===== config.mk =====
export PLATFORM = sky130hd
export DESIGN_NAME = regfile_write_arbiter
export DESIGN_NICKNAME = d
export VERILOG_FILES = /design/src/rtl/regfile_write_arbiter.sv
export SDC_FILE = /design/constraint.sdc
export NUM_CORES = 1
export LEC_CHECK = 0
export ABC_AREA = 0
export CAP_MARGIN = 20
export CORE_ASPECT_RATIO = 0.8
export CORE_UTILIZATION = 38
export CTS_BUF_LIST = sky130_fd_sc_hd__clkbuf_16
export CTS_CLUSTER_DIAMETER = 100
export DETAILED_ROUTE_END_ITERATION = 7
export PLACE_DENSITY = 0.8
export RECOVER_POWER = 100
export SETUP_SLACK_MARGIN = 0.2
export SYNTH_ARGS = -nofsm -noshare
export SYNTH_HDL_FRONTEND = slang
export SYNTH_SLANG_ARGS = --single-unit

===== constraint.sdc =====
create_clock -name clk -period 2.32 [get_ports clk]
set_clock_uncertainty 0.05 [all_clocks]
set_input_delay 0.348 -clock clk [delete_from_list [all_inputs] [get_ports clk]]
set_output_delay 0.348 -clock clk [all_outputs]
set_load 0.01 [all_outputs]

===== src/rtl/regfile_write_arbiter.sv =====
// Two-requester register-file write-port arbiter with a registered write
// stage, round-robin priority, same-cycle forwarding hits and a commit counter.
module regfile_write_arbiter (
  input  logic        clk,
  input  logic        rst_n,
  input  logic        hold,
  input  logic        a_valid,
  input  logic [2:0]  a_addr,
  input  logic [15:0] a_data,
  output logic        a_ready,
  input  logic        b_valid,
  input  logic [2:0]  b_addr,
  input  logic [15:0] b_data,
  output logic        b_ready,
  output logic        wr_en,
  output logic [2:0]  wr_addr,
  output logic [15:0] wr_data,
  input  logic [2:0]  q_addr1,
  input  logic [2:0]  q_addr2,
  output logic        fwd1_hit,
  output logic        fwd2_hit,
  output logic [15:0] fwd_data,
  output logic [7:0]  wr_count
);

  logic        prio_q, prio_d;
  logic        wr_en_q, wr_en_d;
  logic [2:0]  wr_addr_q, wr_addr_d;
  logic [15:0] wr_data_q, wr_data_d;
  logic [7:0]  wr_count_q, wr_count_d;

  logic        grant;
  logic        commit;
  logic [2:0]  g_addr;
  logic [15:0] g_data;

  // prio_q=0 favours A under contention, prio_q=1 favours B
  always_comb begin
    a_ready = rst_n & ~hold & a_valid
            & (~b_valid | ~prio_q);
    b_ready = rst_n & ~hold & b_valid
            & ~a_ready;
    grant   = a_ready | b_ready;
    g_addr  = a_ready ? a_addr : b_addr;
    g_data  = a_ready ? a_data : b_data;
    commit  = grant && (g_addr != 3'd0);
  end

  always_comb begin
    prio_d     = prio_q;
    wr_en_d    = commit;
    wr_addr_d  = wr_addr_q;
    wr_data_d  = wr_data_q;
    wr_count_d = wr_count_q + {7'd0, wr_en_q};
    if (a_ready) prio_d = 1'b1;
    if (b_ready) prio_d = 1'b0;
    // R0 writes are accepted but never reach the port
    if (commit) begin
      wr_addr_d = g_addr;
      wr_data_d = g_data;
    end
  end

  always_ff @(posedge clk) begin
    if (!rst_n) begin
      prio_q     <= 1'b0;
      wr_en_q    <= 1'b0;
      wr_addr_q  <= 3'd0;
      wr_data_q  <= 16'd0;
      wr_count_q <= 8'd0;
    end else begin
      prio_q     <= prio_d;
      wr_en_q    <= wr_en_d;
      wr_addr_q  <= wr_addr_d;
      wr_data_q  <= wr_data_d;
      wr_count_q <= wr_count_d;
    end
  end

  always_comb begin
    wr_en    = wr_en_q;
    wr_addr  = wr_addr_q;
    wr_data  = wr_data_q;
    wr_count = wr_count_q;
    fwd_data = wr_data_q;
    fwd1_hit = wr_en_q && (wr_addr_q != 3'd0)
            && (wr_addr_q == q_addr1);
    fwd2_hit = wr_en_q && (wr_addr_q != 3'd0)
            && (wr_addr_q == q_addr2);
  end

endmodule


==> flow_summary.toml <==
[worst_setup_path]
worstSetupPathType = "input pin to output pin"
crit_fanout = 3
critPathSlowestCell = "dlygate4sd3_1"
cp.required_ns = 1.92
crit_chain = "dlygate4sd3_1, nor2_1, a21oi_1, o31ai_1, and3_1, dlygate4sd2_1"
rr_endpoint = "fwd_data[4]"
cp.arrival_ns = 1.69
worst_setup_path_end_kind = "output pin"
r2r_start = "prio_q"
slowest_delay_ns = 0.58
r2r_setup_slack_ns = 0.41
critical_path.startpoint_type = "input pin"
r2r_cells = 8

[synth]
synth-compound-area-share_pct = 26.9
syn-cell-area_sq_um = 1690
synth_cell_types = 32
synth_top_area_share_pct = 34.4
synth-xor-area-share_pct = 5.20
async_reset_ff_share_pct = 0
synth_edf_count = 0
syn_nets = 220
muxShareOfSynthArea_pct = 9.50
syn_area_per_cell_sq_um = 9.97
synth_top_cell_by_area = "dfxtp_1"
yosys.area_share.simple_pct = 9.28
ys_seq_area_share_pct = 34.4
synth-main-ff-cell = "dfxtp_1"
synth_cells = 169
ys_seq_elements = 29
synthTopCellsByArea = "dfxtp_1 34%, mux2i_1 9.5%, a21oi_4 8.7%, o41ai_1 8.3%, buf_4 7.6%"
synth_fa_ha_area_share_pct = 1.48
ys_warn_count = 0
synth_top_family_by_area = "compound AO/OA/AOI/OAI gates"

[power_and_ir_drop]
p_leak_nw = 1.30
combPwrFrac_pct = 26.2
switchingPower_mw = 0.404
p_total_mw = 1.57
irDropWorstVdd_uv = 354
clockPowerShare_pct = 37.6
intPower_mw = 1.17
p_sw_share_pct = 25.7
power_frac_seq_pct = 36.2
p_per_area_nw_per_um2 = 558

[place]
port_buffers = 96
dp_slack_ns = 0.0432
place_congestion = 0.864
dpl.hpwl_microns = 3270

[global_route]
antenna_found_initial = 0
track_usage_pct = 19.0
grt_max_degree = 24
grt_pass1_wl_microns = 6990
grt_overflow = 0
grt_pass1_vias = 1537

[floorplanning]
die_h_microns = 61.6
start_util_pct = 39.8
die-area_sq_um = 4710
io_pins = 97
core_sq_um = 4230
dieWidth_microns = 76.5
row_count = 21

[worst_hold_path]
hp-start = "wr_addr[1]"
whs_path_depth = 2
min_delay_worst_endpoint = "wr_addr[1]"
hold_class = "flip-flop to flip-flop"

[timing]
grt_setup_unrepaired = "no"
tightest_slew_ns = 0.915
maxSlewViolCount = 0
setup_violations = 0
fmax_mhz = 478
slew_headroom_pct = 39.0
min_period_ns = 2.09
tns_ns = 0
finalCritPeriodShare_pct = 90.2
setup_slack_ns = 0.227
hold_viol_final = 0

[clock_network]
cts.path.max_buffers = 2
clock_latency_ns = 0.27
cts-root-buf = "clkbuf_16"
cts-buffers-inserted = 5
path_clk_slew_ns = 0.05
cts_tree = "built"
h-tree-depth = 2
cts_sinks = 29

[drt]
drtIter0Drc = 41
wirelength_microns = 4310
drc = 0
vias = 1617
dr.pass1.iters = 4
drt-wirelength-per-cell_microns = 13.2
ant_nets = 0
vias_per_cell = 4.96

[flow_run]
cap_violations = 0

[final_layout]
diodes = 0
fillers = 348
area_growth_pct = 67.0
drive_above_1_share_pct = 14.1
finalNetCount = 319

[outcome]
status = "finished clean"
stage by stage:
step / util, % / std cells / instance area, sq um / hold slack (ns)
2_1_floorplan: - / 169 / 1690 / 0.418
3_3_place_gp: 63.8 / 317 / 2700 / 0.469
3_5_place_dp: 63.8 / 317 / 2700 / 0.489
4_1_cts: 67.4 / 326 / 2850 / 0.500
5_1_grt: 66.5 / 326 / 2820 / 0.477
6_report: 66.5 / 326 / 2820 / 0.459
power by group through the flow:
stage / logic (mW) / clock network (mW) / registers, mW
final: 0.411 / 0.591 / 0.569
after floorplan: 0.209 / 0 / 0.590
after global placement: 0.438 / 0 / 0.579
after CTS: 0.449 / 0.599 / 0.572
after global routing: 0.444 / 0.635 / 0.574
after detailed placement: 0.444 / 0 / 0.580
logic make-up (layout without fill, tap and decap cells):
group	count (synthesis)	count (layout)
multiplexers	16	16
buffers and inverters	33	133
flip-flops	29	29
AO/OA/AOI/OAI	47	47
AND/OR/NAND/NOR	32	32
XOR/XNOR	10	10
adder cells (fa/ha/maj)	2	2
critical path: cells and delay by family:
family / cells / cell delay, ns
buffers and inverters: 2 / 0.84
AND/OR/NAND/NOR: 2 / 0.28
AO/OA/AOI/OAI: 2 / 0.22
flip-flops by register name, indices dropped and copies added (netlist names):
| name | cells |
|---|---|
| fwd_data | 16 |
| prio_q | 1 |
| wr_addr | 3 |
| wr_count | 8 |
| wr_en | 1 |
Yosys cell counts, drive strengths merged, types with 4 or more instances:
cell type,n
a21oi,21
and3,4
buf,24
clkbuf,4
dfxtp,29
inv,5
mux2i,16
nand2,7
nand3,6
nor2,8
o41ai,16
xnor2,7
area by class of cell:
| class | count | area (sq um) | share of cell area, % |
|---|---|---|---|
| inverters | 5 | 18.8 | 0.667 |
| repair buffers | 120 | 1130 | 40.2 |
| clock buffers | 5 | 125 | 4.44 |
| multi-input cells | 107 | 873 | 31.0 |
| clock inverters | 3 | 13.8 | 0.489 |
| flip-flops and latches | 29 | 582 | 20.7 |
| well taps | 57 | 71.3 | 2.53 |
cells in the final DEF (no fill, tap or decap), types with 2 or more instances in the layout:
cell and n:
xor2_1 3, o31ai_1 2, clkbuf_16 5, mux2i_1 16, dlygate4sd2_1 2, and2_1 2, o21bai_1 2, clkinv_2 2
xnor2_1 7, nand2_1 7, a21oi_4 8, inv_1 5, dfxtp_1 28, ha_1 2, nor2_1 8, and3_1 4
buf_4 17, nand3_1 6, a21oi_1 13, clkdlybuf4s50_1 47, o41ai_1 16, clkbuf_1 6, dlygate4sd3_1 45
how the worst max path moves through the flow:
stage / from / slack (ns) / to / depth (start not counted)
floorplan: rst_n / 0.48 / fwd_data[2] / 8
global placement: q_addr2[1] / 0.08 / fwd2_hit / 6
detailed placement: q_addr1[1] / 0.04 / fwd1_hit / 6
CTS: hold / 0.23 / a_ready / 5
global route: hold / 0.12 / fwd_data[10] / 9
finish: q_addr2[1] / 0.23 / fwd2_hit / 6
timing repair:
| item | in CTS | in global routing |
|---|---|---|
| hold buffers | 0 | 0 |
| pin swaps | 1 | 1 |
| gates resized for setup | 3 | 3 |
| buffers inserted | 1 | 0 |
| setup endpoints to repair | 4 | 3 |
per-layer routing:
layer  track usage, %  part of all wire [%]  vias to the layer above
li1                 -                     -                      804
met1             21.8                    44                      748
met2             35.0                    49                       60
met3             6.22                   6.9                        5
met4             5.22                  0.58                        0
met5                0                     0                        -
No activity file was read; power rests on OpenSTA's default activity.
==> variant 1: new RTL, same settings <==
`wr_data_q` no longer has a reset.
--- a/src/rtl/regfile_write_arbiter.sv
+++ b/src/rtl/regfile_write_arbiter.sv
@@ -67,5 +67,4 @@
       wr_en_q    <= 1'b0;
       wr_addr_q  <= 3'd0;
-      wr_data_q  <= 16'd0;
       wr_count_q <= 8'd0;
     end else begin
@@ -73,7 +72,10 @@
       wr_en_q    <= wr_en_d;
       wr_addr_q  <= wr_addr_d;
-      wr_data_q  <= wr_data_d;
       wr_count_q <= wr_count_d;
     end
+  end
+
+  always_ff @(posedge clk) begin
+    wr_data_q <= wr_data_d;
   end
 
Function: differs if rst_n is asserted again (counterexample within 4 cycles, from zero or initial values and one cycle with rst_n low); with rst_n held inactive, the same outputs for 10 cycles.
==> variant 1 against the unedited design <==
  * Cell count shrank 15%
  * Sequential cell count is the same
  * Total power grew 4.6%
  * Area after synthesis shrank 6.8%
  * Sequential power grew 4.2%
  * Critical path type is now flip-flop to primary output
  * Routed wire length shrank 12%
  * Setup slack gained 0.053 ns
  * Critical endpoint unchanged
  * Die area shrank 6.6%
  * Largest power group unchanged
  * Register-to-register slack gained 0.24 ns
  * Cell area shrank 6.3%
==> variant 1: results (changes against the unedited design) <==
Yosys
  • Post-synth net total: 181 (-18%)
  • Mux contribution to synthesized area: 17.0% (+7.5 points)
  • Ranking of synthesized cells by area: edfxtp_1, dfxtp_1, mux2_4
  • Register area share after synthesis: 47.1% (+13 points)
  • Synth Area in XOR/XNOR: 5.57% (+0.38 points)
  • Number of flops mapped to enable cells by yosys: 16 (+16)
  • Most instantiated cells after synthesis: buf_4, edfxtp_1, mux2_4
  • Post-synthesis compound-gate area fraction: 6.45% (-20 points)
  • Post-synth cell types: 30 (-6.3%)
  • Primary FF master, synth: edfxtp_1
  • Cell count after synthesis: 130 (-23%)

Placement
  • Hpwl dp: 3.03 mm (-7.5%)
  • Placer Congestion: 0.816 (-5.5%)
  • Post-DP Area: 2510 sq um (-6.9%)
  • Pre-CTS WS: -0.0622 ns (-0.105 ns)

Route
  • Vias after detailed routing: 1295 (-20%)
  • Met3 wire len: 165 um (-44%)
  • Aggregate routed wire length: 3.78 mm (-12%)
  • Met2 Wirelength: 2.05 mm (-2.0%)
  • Met1 Wirelength: 1.55 mm (-18%)
  • Drt first-iter violations: 35 (-15%)

Clocking
  • Max Buffers Root-to-Sink: 2 (unchanged)
  • Setup bufs post-CTS: 0 (-1)

Layout
  • FILL cells: 323 (-7.2%)
  • Util after Layout: 68.0% (+1.5 points)
  • Sequential Area: 741 sq um (+27%)
  • Clkbuf count: 6 (+1)
  • Final instance count without filler cells: 278 (-15%)
  • Fraction of layout instances using a drive strength above 1: 9.42% (-4.7 points)
  • Multi-input gates: 77 (-28%)
  • Multi-input logic area: 612 sq um (-30%)
  • Clock buf/inv share: 7.02% (+2.1 points)
  • Buffers outside the clock class: 105 (-13%)

GRT
  • Vias in the first global route: 1235 (-20%)
  • M3 GR Usage: 4.76% (-1.5 points)
  • Pin count of the biggest net entering global routing: 14 (-42%)
  • Met1 GRT Util: 21.1% (-0.71 points)
  • First-pass GRT wire length: 5.83 mm (-17%)
  • Total track usage: 18.2% (-0.77 points)
  • Met2 usage: 32.5% (-2.5 points)

Power
  • Max VDD drop: 0.000373 V (+5.5%)
  • Sequential power share: 36.1% (about the same)
  • Leakage: 1.10 nW (-15%)
  • Switch share: 20.2% (-5.5 points)

Floorplan
  • Die ar.: 4400 sq um (-6.6%)

Setup path
  • Critical path fanouts, max: 6 (+3)

Outcome
  • Status: completed

Timing
  • Slew of the pin with the lowest slew margin: 0.390 ns (-0.525 ns)
[variant 1: cell count changes in the layout (fill, tap and decap cells not counted), moves of 4 or more]
cell and change:
a21oi_1 -10, nor2_1 -4, clkbuf_1 -5, buf_4 -12
mux2i_1 -13, edfxtp_1 +16, o41ai_1 -16, mux2_1 +14
dfxtp_1 -15, a21oi_4 -8
[variant 1: path summary, 6_finish.rpt]
path	start	to	slack, ns	cells past startpoint
worst max-delay path	wr_addr[0]	fwd2_hit	0.28	5
worst min-delay path	prio_q	prio_q	0.48	1
worst max register to register	prio_q	fwd_data[11]	0.65	4
worst min register to register	prio_q	prio_q	0.48	1
[variant 1: critical path: stages, from the launching register on]
cell	delay [ns]
dfxtp_1	0.43
nor3b_1	0.23
a21oi_1	0.06
o31ai_1	0.21
and3_1	0.18
dlygate4sd2_1	0.26
[variant 1: repair_timing]
item	in CTS	in global routing
setup endpoints to repair	4	3
cloned	0	0
gates resized for setup	4	5
pin swaps	0	0
==> variant 2: new RTL, config.mk and constraints unchanged <==
Made on the original files. Put a register stage on the output `wr_count`, cleared by the reset. The value now appears one clock later. The other outputs are not delayed to match.
--- a/src/rtl/regfile_write_arbiter.sv
+++ b/src/rtl/regfile_write_arbiter.sv
@@ -23,4 +23,6 @@
   output logic [7:0]  wr_count
 );
+
+  logic [7:0] wr_count_c;
 
   logic        prio_q, prio_d;
@@ -82,5 +84,5 @@
     wr_addr  = wr_addr_q;
     wr_data  = wr_data_q;
-    wr_count = wr_count_q;
+    wr_count_c = wr_count_q;
     fwd_data = wr_data_q;
     fwd1_hit = wr_en_q && (wr_addr_q != 3'd0)
@@ -90,4 +92,12 @@
   end
 
+  always_ff @(posedge clk) begin
+    if (!rst_n) begin
+      wr_count <= '0;
+    end else begin
+      wr_count <= wr_count_c;
+    end
+  end
+
 endmodule
 
Function: changed (Yosys sat finds a counterexample within 4 cycles, from zero or initial values and one cycle with rst_n low).
==> variant 2 against the unedited design <==
  * Setup slack gained 0.022 ns
  * Register-to-register slack gained 0.07 ns
  * Utilization shrank 4.0 points
  * First-iteration DRC count grew 41%
  * Cell area grew 3.4%
  * Combinational power shrank 24%
  * Via count grew 8.3%
  * Area after synthesis grew 11%
  * Sequential cell count grew 8
  * Sequential power grew 21%
  * Routed wire length grew 10%
  * Total power grew 4.0%
  * Critical endpoint is now fwd1_hit
==> variant 2: results (changes against the unedited design) <==
Layout
  • Buffers outside the clock class: 107 (-11%)
  • Inverter count: 4 (-1)
  • Buffering overhead: 35.8% (-4.4 points)
  • Sequential Area: 744 sq um (+28%)
  • FILL cells: 415 (+19%)
  • Fraction of layout instances using a drive strength above 1: 10.2% (-4.0 points)
  • Clock buf/inv share: 4.90% (-0.034 points)
  • Multi-input gates: 139 (+30%)
  • Final nets: 345 (+8.2%)
  • Multi-input combinational area share: 30.7% (-0.34 points)

GRT
  • M3 GR Usage: 4.65% (-1.6 points)
  • Total track usage: 19.2% (+0.16 points)
  • Met2 usage: 30.8% (-4.2 points)
  • Pin count of the biggest net entering global routing: 23 (-4.2%)
  • First-pass GRT wire length: 7.59 mm (+8.6%)

Power
  • Max VDD drop: 0.000337 V (-4.8%)
  • Leakage: 1.28 nW (-1.1%)

Setup path
  • R2R cell count: 7 (-1)
  • Reg2Reg Setup Slack: 0.48 ns (+0.07 ns)
  • Slowest-stage cell, CP: clkdlybuf4s50_1

Route
  • Met3 wire len: 321 um (+8.8%)
  • Aggregate routed wire length: 4.74 mm (+10%)
  • Met2 Wirelength: 2.15 mm (+2.8%)
  • Vias after detailed routing: 1752 (+8.3%)
  • Met1 Wirelength: 2.23 mm (+18%)
  • Drt first-iter violations: 58 (+41%)

Worst hold path
  • WHS Path Cells: 1 (-1)
  • Hold path startpoint: wr_count_c[0]
  • Worst Hold Path EP: wr_count[0]

Yosys
  • Post-synth net total: 257 (+17%)
  • Most instantiated cells after synthesis: dfxtp_1, nand2_1, a21oi_1
  • Post-Synth Adder-Cell Area: 1.34% (-0.14 points)
  • Ranking of synthesized cells by area: dfxtp_1, a311oi_2, buf_4
  • Post-synthesis compound-gate area fraction: 24.1% (-2.8 points)
  • Post-synth cell types: 36 (+13%)

Clocking
  • Clk sinks: 37 (+28%)

Placement
  • Hpwl dp: 3.42 mm (+4.6%)
  • Pre-CTS WS: -0.131 ns (-0.174 ns)

Outcome
  • Status: completed

Timing
  • Rel. slew slack: 64.5% (+25 points)
variant 2: cell count changes after synthesis, sizes merged, moves of 8 or more:
cell / change
mux2i: -15
a311oi: +17
nand2: +29
dfxtp: +8
o41ai: -16
and2: +8
variant 2: timing repair:
| action | CTS | global route |
|---|---|---|
| resized for setup | 7 | 6 |
| pin swaps | 1 | 1 |
| setup buffers | 2 | 1 |
| endpoints found under the setup margin | 4 | 3 |
variant 2: through the flow:
step	total power [mW]	instances	area (sq um)	hold slack, ns
after detailed placement	1.03	344	2780	0.412
after global routing	1.72	355	2910	0.434
after CTS	1.68	354	2950	0.420
after global placement	1.03	344	2780	0.397
final	1.63	355	2910	0.421
after floorplan	0.859	206	1860	0.389
variant 2: power groups by stage:
stage / Sequential [mW] / Combinational (mW) / Clock [mW]
final: 0.686 / 0.312 / 0.636
after global placement: 0.700 / 0.329 / 0
after global routing: 0.690 / 0.338 / 0.689
after CTS: 0.689 / 0.339 / 0.655
after detailed placement: 0.701 / 0.333 / 0
after floorplan: 0.706 / 0.153 / 0
